[src/rtl/cordic_bus_pkg.sv]
// Shared definitions for the CORDIC APB bridge: register word map and
// default control-bit positions.
package cordic_bus_pkg;

  localparam int unsigned DATA_W    = 32;
  localparam int unsigned START_BIT = 0;
  localparam int unsigned BUSY_BIT  = 1;
  localparam int unsigned DONE_BIT  = 2;

  typedef enum logic [2:0] {
    ADDR_X    = 3'd0,
    ADDR_Y    = 3'd1,
    ADDR_Z    = 3'd2,
    ADDR_CTRL = 3'd3,
    ADDR_XRES = 3'd4,
    ADDR_YRES = 3'd5,
    ADDR_ZRES = 3'd6,
    ADDR_IRQ  = 3'd7
  } addr_e;

endpackage

[src/rtl/BusInterface.sv]
// Connection between the APB bridge (bus side) and the CORDIC controller.
interface BusInterface #(
  parameter int unsigned p_WIDTH = 32
) ();

  logic               clk;
  logic               rst;
  logic [p_WIDTH-1:0] xInput;
  logic [p_WIDTH-1:0] yInput;
  logic [p_WIDTH-1:0] zInput;
  logic [p_WIDTH-1:0] controlRegisterInput;
  logic [p_WIDTH-1:0] controlRegisterOutput;
  logic [p_WIDTH-1:0] controlRegisterMask;
  logic [p_WIDTH-1:0] xResult;
  logic [p_WIDTH-1:0] yResult;
  logic [p_WIDTH-1:0] zResult;

  modport bus (
    output clk, rst, xInput, yInput, zInput, controlRegisterInput,
    input  controlRegisterOutput, controlRegisterMask, xResult, yResult, zResult
  );

  modport ctrl (
    input  clk, rst, xInput, yInput, zInput, controlRegisterInput,
    output controlRegisterOutput, controlRegisterMask, xResult, yResult, zResult
  );

endinterface

[src/rtl/cordic_apb_bridge.sv]
// APB3 slave exposing CORDIC operands, control and snapshotted results,
// with controller-owned control bits merged in and a level completion IRQ.
module cordic_apb_bridge
  import cordic_bus_pkg::*;
#(
  parameter int unsigned p_WIDTH     = DATA_W,
  parameter int unsigned p_START_BIT = START_BIT,
  parameter int unsigned p_BUSY_BIT  = BUSY_BIT,
  parameter int unsigned p_DONE_BIT  = DONE_BIT
) (
  input  logic               clk,
  input  logic               rst,
  input  logic               psel,
  input  logic               penable,
  input  logic               pwrite,
  input  logic [4:0]         paddr,
  input  logic [p_WIDTH-1:0] pwdata,
  output logic [p_WIDTH-1:0] prdata,
  output logic               pready,
  output logic               pslverr,
  output logic               irq,
  BusInterface.bus           cordicBus
);

  logic [p_WIDTH-1:0] x_q, y_q, z_q, ctrl_q;
  logic [p_WIDTH-1:0] xres_q, yres_q, zres_q;
  logic [p_WIDTH-1:0] ctrl_base, ctrl_d;
  logic               done_prev, irq_q, irq_d;
  logic               access, wr, wr_ok, reject;
  logic               is_operand, is_ro, done_edge;
  addr_e              word;
  logic [1:0]         unused_addr_lsb;

  assign unused_addr_lsb = paddr[1:0];
  assign word            = addr_e'(paddr[4:2]);

  // Access decode; operand/control writes bounce while the controller is busy.
  assign access     = psel & penable;
  assign wr         = access & pwrite;
  assign is_operand = (word == ADDR_X) | (word == ADDR_Y) |
                      (word == ADDR_Z) | (word == ADDR_CTRL);
  assign is_ro      = (word == ADDR_XRES) | (word == ADDR_YRES) | (word == ADDR_ZRES);
  assign reject     = wr & (is_ro | (is_operand & ctrl_q[p_BUSY_BIT]));
  assign wr_ok      = wr & ~reject;
  assign done_edge  = ctrl_q[p_DONE_BIT] & ~done_prev;

  // START lasts one cycle: a set bit always clears on the following edge.
  always_comb begin
    ctrl_base = ctrl_q;
    if (wr_ok && (word == ADDR_CTRL)) ctrl_base = pwdata;
    ctrl_base[p_START_BIT] = ctrl_base[p_START_BIT] & ~ctrl_q[p_START_BIT];
    ctrl_d = (ctrl_base & ~cordicBus.controlRegisterMask) |
             (cordicBus.controlRegisterOutput & cordicBus.controlRegisterMask);
  end

  // A completion outranks a simultaneous write-1-to-clear.
  always_comb begin
    irq_d = irq_q;
    if (done_edge) irq_d = 1'b1;
    else if (wr && (word == ADDR_IRQ) && pwdata[0]) irq_d = 1'b0;
  end

  always_ff @(posedge clk or negedge rst) begin
    if (!rst) begin
      x_q       <= '0;
      y_q       <= '0;
      z_q       <= '0;
      ctrl_q    <= '0;
      xres_q    <= '0;
      yres_q    <= '0;
      zres_q    <= '0;
      done_prev <= 1'b0;
      irq_q     <= 1'b0;
    end else begin
      if (wr_ok && (word == ADDR_X)) x_q <= pwdata;
      if (wr_ok && (word == ADDR_Y)) y_q <= pwdata;
      if (wr_ok && (word == ADDR_Z)) z_q <= pwdata;
      ctrl_q    <= ctrl_d;
      done_prev <= ctrl_q[p_DONE_BIT];
      if (done_edge) begin
        xres_q <= cordicBus.xResult;
        yres_q <= cordicBus.yResult;
        zres_q <= cordicBus.zResult;
      end
      irq_q <= irq_d;
    end
  end

  always_comb begin
    prdata = '0;
    if (access) begin
      case (word)
        ADDR_X:    prdata = x_q;
        ADDR_Y:    prdata = y_q;
        ADDR_Z:    prdata = z_q;
        ADDR_CTRL: prdata = ctrl_q;
        ADDR_XRES: prdata = xres_q;
        ADDR_YRES: prdata = yres_q;
        ADDR_ZRES: prdata = zres_q;
        ADDR_IRQ:  prdata = p_WIDTH'(irq_q);
        default:   prdata = '0;
      endcase
    end
  end

  assign pready  = 1'b1;
  assign pslverr = reject;
  assign irq     = irq_q;

  assign cordicBus.clk                  = clk;
  assign cordicBus.rst                  = rst;
  assign cordicBus.xInput               = x_q;
  assign cordicBus.yInput               = y_q;
  assign cordicBus.zInput               = z_q;
  assign cordicBus.controlRegisterInput = ctrl_q;

endmodule

[src/flat_wrapper.sv]
// flat-port wrapper written by rule: the top's interface ports become plain ports
module cordic_apb_bridge_flat import cordic_bus_pkg::*;
#(
  parameter int unsigned p_WIDTH     = DATA_W,
  parameter int unsigned p_START_BIT = START_BIT,
  parameter int unsigned p_BUSY_BIT  = BUSY_BIT,
  parameter int unsigned p_DONE_BIT  = DONE_BIT
)
  (clk, rst, psel, penable, pwrite, paddr, pwdata, prdata, pready, pslverr, irq, cordicBus_clk, cordicBus_rst, cordicBus_xInput, cordicBus_yInput, cordicBus_zInput, cordicBus_controlRegisterInput, cordicBus_controlRegisterOutput, cordicBus_controlRegisterMask, cordicBus_xResult, cordicBus_yResult, cordicBus_zResult);
  BusInterface #(.p_WIDTH(p_WIDTH)) cordicBus_i ();
  input  logic clk;
  input  logic rst;
  input  logic psel;
  input  logic penable;
  input  logic pwrite;
  input  logic [4:0] paddr;
  input  logic [p_WIDTH-1:0] pwdata;
  output logic [p_WIDTH-1:0] prdata;
  output logic pready;
  output logic pslverr;
  output logic irq;
  output wire logic [$bits(cordicBus_i.clk)-1:0] cordicBus_clk;
  output wire logic [$bits(cordicBus_i.rst)-1:0] cordicBus_rst;
  output wire logic [$bits(cordicBus_i.xInput)-1:0] cordicBus_xInput;
  output wire logic [$bits(cordicBus_i.yInput)-1:0] cordicBus_yInput;
  output wire logic [$bits(cordicBus_i.zInput)-1:0] cordicBus_zInput;
  output wire logic [$bits(cordicBus_i.controlRegisterInput)-1:0] cordicBus_controlRegisterInput;
  input wire logic [$bits(cordicBus_i.controlRegisterOutput)-1:0] cordicBus_controlRegisterOutput;
  input wire logic [$bits(cordicBus_i.controlRegisterMask)-1:0] cordicBus_controlRegisterMask;
  input wire logic [$bits(cordicBus_i.xResult)-1:0] cordicBus_xResult;
  input wire logic [$bits(cordicBus_i.yResult)-1:0] cordicBus_yResult;
  input wire logic [$bits(cordicBus_i.zResult)-1:0] cordicBus_zResult;
  assign cordicBus_clk = cordicBus_i.clk;
  assign cordicBus_rst = cordicBus_i.rst;
  assign cordicBus_xInput = cordicBus_i.xInput;
  assign cordicBus_yInput = cordicBus_i.yInput;
  assign cordicBus_zInput = cordicBus_i.zInput;
  assign cordicBus_controlRegisterInput = cordicBus_i.controlRegisterInput;
  assign cordicBus_i.controlRegisterOutput = cordicBus_controlRegisterOutput;
  assign cordicBus_i.controlRegisterMask = cordicBus_controlRegisterMask;
  assign cordicBus_i.xResult = cordicBus_xResult;
  assign cordicBus_i.yResult = cordicBus_yResult;
  assign cordicBus_i.zResult = cordicBus_zResult;
  cordic_apb_bridge #(.p_WIDTH(p_WIDTH), .p_START_BIT(p_START_BIT), .p_BUSY_BIT(p_BUSY_BIT), .p_DONE_BIT(p_DONE_BIT)) u_core (.clk(clk), .rst(rst), .psel(psel), .penable(penable), .pwrite(pwrite), .paddr(paddr), .pwdata(pwdata), .prdata(prdata), .pready(pready), .pslverr(pslverr), .irq(irq), .cordicBus(cordicBus_i));
endmodule
[config.mk]
export PLATFORM = sky130hd
export DESIGN_NAME = cordic_apb_bridge_flat
export DESIGN_NICKNAME = d
export VERILOG_FILES = /design/src/rtl/cordic_bus_pkg.sv /design/src/rtl/BusInterface.sv /design/src/rtl/cordic_apb_bridge.sv /design/src/flat_wrapper.sv
export SDC_FILE = /design/constraint.sdc
export NUM_CORES = 1
export LEC_CHECK = 0
export CAP_MARGIN = 20
export CORE_MARGIN = 2
export CORE_UTILIZATION = 30
export CTS_CLUSTER_SIZE = 14
export DETAILED_ROUTE_END_ITERATION = 8
export PLACE_DENSITY = 0.61
export SLEW_MARGIN = 20
export SYNTH_ARGS = -nofsm -noshare
export SYNTH_HDL_FRONTEND = slang
export SYNTH_SLANG_ARGS = --single-unit
export TNS_END_PERCENT = 10
[constraint.sdc]
create_clock -name clk -period 3.1 [get_ports clk]
set_input_delay 0.93 -clock clk [delete_from_list [all_inputs] [get_ports clk]]
set_output_delay 0.93 -clock clk [all_outputs]
set_load 0.1 [all_outputs]
==> flow_summary.toml <==
[run_status]
status = "complete, but fails checks"
violations = "negative setup slack"

[cells_and_area]
finish.instance_area_um2 = 17300
utilization_pct = 48.9
nNetsFinal = 1501
final_common_cell = "dfrtp_1"
final_cell_mix = "226 x dfrtp_1, 193 x clkdlybuf4s50_1, 182 x buf_4, 99 x mux2_1, 96 x mux2_2"
fill_cells = 3202
syn2layout_area_growth_pct = 61.9
final_layout_size_suffix_gt1_share_pct = 37.4

[routing]
drt_iter0_drc = 314
firstDrtPassIters = 4
ant_nets = 0
routed_via_density = 4.95
drc = 0
wirelength_um = 39000
wl_per_cell_um = 21.9
vias = 8810

[timing]
finalSetupTns_ns = -0.0680
period_share_pct = 101
slew_headroom_pct = 52.9
min_period_ns = 3.13
fmax_mhz = 319
drv_slew = 0
setup_ws_ns = -0.0331
finClkSkew_ns = 0.0136
worst_slew_pin_slew_ns = 0.706
holdWs_ns = 0.322
setup_viol = 3
hold_violations = 0
rsz0062_at_grt = "true"

[pwr]
p_int_mw = 6.82
seqPwrFrac_pct = 33.7
pwr-share-comb_pct = 36.3
p_clk_share_pct = 30.0
swShare_pct = 40.4
vdd_drop_max_mv = 0.810
power_mw = 11.4
power.switching_mw = 4.62
p_per_area_nw_per_um2 = 662
leakagePower_nw = 7.67

[logic_synthesis]
synth_cell_type_count = 44
ys_warn_count = 0
ys_seq_area_share_pct = 53.0
synth-seq-cells = 226
syn_nets = 1083
synth_edf_count = 0
netlist_area_um2 = 10700
avgSynthCellArea_um2 = 12.1
async_flop_share_pct = 100
synthFlopType = "dfrtp_1"
netlist_instances = 881

[floorplan]
die_height_um = 193
die_area_um2 = 37100
initial_core_util_pct = 30.2
die_w_um = 193
rows = 69
core_um2 = 35300
io_pins = 367

[grt]
antenna_found_initial = 1
grt_pass1_vias = 9332
grt_max_degree = 116
grt_pass1_wl_um = 57200
overflow = 0
grt.total_usage_pct = 20.6

[worst_hold_path]
min_path_type = "in -> async"

[cts]
insertion_delay_ns = 0.65
tritoncts = "yes"
clkTransAtPathRegs_ns = 0.05
holdBufCountCts = 0

[placement]
io_buffers = 363
finalWeightedCongestion = 0.793
dpl_cell_area_um2 = 15900
place_hpwl_um = 27800

[worst_setup_path]
ff2ff_path_depth = 5
crit_type = "in -> out"
crit_path_start_kind = "primary input"
r2r_setup_slack_ns = 1.13
worstPathRequired_ns = 2.17
cp.arrival_ns = 2.20
end_kind = "output port"
crit_fanout = 9

[flow_run]
maxCapViolCount = 0
[per-stage QoR]
| step | setup WS (ns) | instances |
|---|---|---|
| after floorplan | -0.228 | 881 |
| final | -0.0331 | 1781 |
| after global routing | -0.0723 | 1780 |
| after global placement | -0.320 | 1723 |
| after CTS | -0.0721 | 1780 |
| after detailed placement | -0.320 | 1723 |
[cell families (layout without fill, tap and decap cells)]
kind of cell	after synthesis	count (layout)	share of synthesized area [%]
AO/OA/AOI/OAI	189	189	10.8
AND/OR/NAND/NOR	132	132	6.16
buffers and inverters	73	511	3.31
other	1	2	0.0352
flip-flops	226	226	53.0
multiplexers	260	260	26.7
[final cells by class]
cell class | count | area, um2 | share of cell area [%]
flip-flops and latches | 226 | 5660 | 32.8
multi-input cells | 582 | 5340 | 30.9
repair buffers | 451 | 4730 | 27.4
clock buffers | 43 | 841 | 4.87
well taps | 461 | 577 | 3.34
clock inverters | 10 | 103 | 0.594
inverters | 7 | 26.3 | 0.152
diodes | 1 | 2.50 | 0.0145
[power groups by stage]
stage	sequential, mW	combinational (mW)	clock (mW)
finish	3.86	4.15	3.43
global route	3.93	4.32	3.64
CTS	3.86	4.17	3.52
detailed placement	3.90	4.10	0.127
global placement	3.87	4.07	0.127
floorplan	5.59	1.10	0.122
[critical path, stage by stage]
cell     delay [ns]
buf_8          0.13
nor2b_2        0.16
buf_6          0.13
a22o_1         0.21
a32o_2         0.23
o221a_4        0.23
buf_12         0.16
[per-layer routing]
metal / part of all wire, % / global-route usage [%] / up-vias
met4: 2.4 / 6.02 / 2
met5: 0.021 / 0 / -
li1: - / - / 4059
met3: 7.6 / 5.24 / 57
met1: 42 / 25.8 / 4392
met2: 48 / 34.9 / 300
[synth_stat cells, types with 12 or more instances]
cell	number	area share, %
a21oi_1	40	1.9
a31oi_1	12	0.70
o21ai_0	48	2.3
dfrtp_1	226	53
mux2_1	99	10
mux2_2	96	10
buf_2	30	1.4
clkbuf_1	25	0.88
nor2_1	12	0.42
nand2_1	70	2.5
o21ai_1	33	1.5
mux2i_1	65	6.1
[worst max path at each step]
| stage | start | to | depth (start not counted) |
|---|---|---|---|
| 2_1_floorplan | paddr[4] | pslverr | 5 |
| 3_3_place_gp | clk | cordicBus_clk | 1 |
| 3_5_place_dp | clk | cordicBus_clk | 1 |
| 4_1_cts | paddr[2] | prdata[3] | 7 |
| 5_1_grt | paddr[2] | prdata[3] | 7 |
| 6_report | paddr[2] | prdata[3] | 7 |
[timing repair]
action,in CTS,in global routing
setup endpoints to repair,34,32
buffers inserted,2,0
pin swaps,9,10
gates resized for setup,77,37
cloned,3,0
No activity file was read; power rests on OpenSTA's default activity.
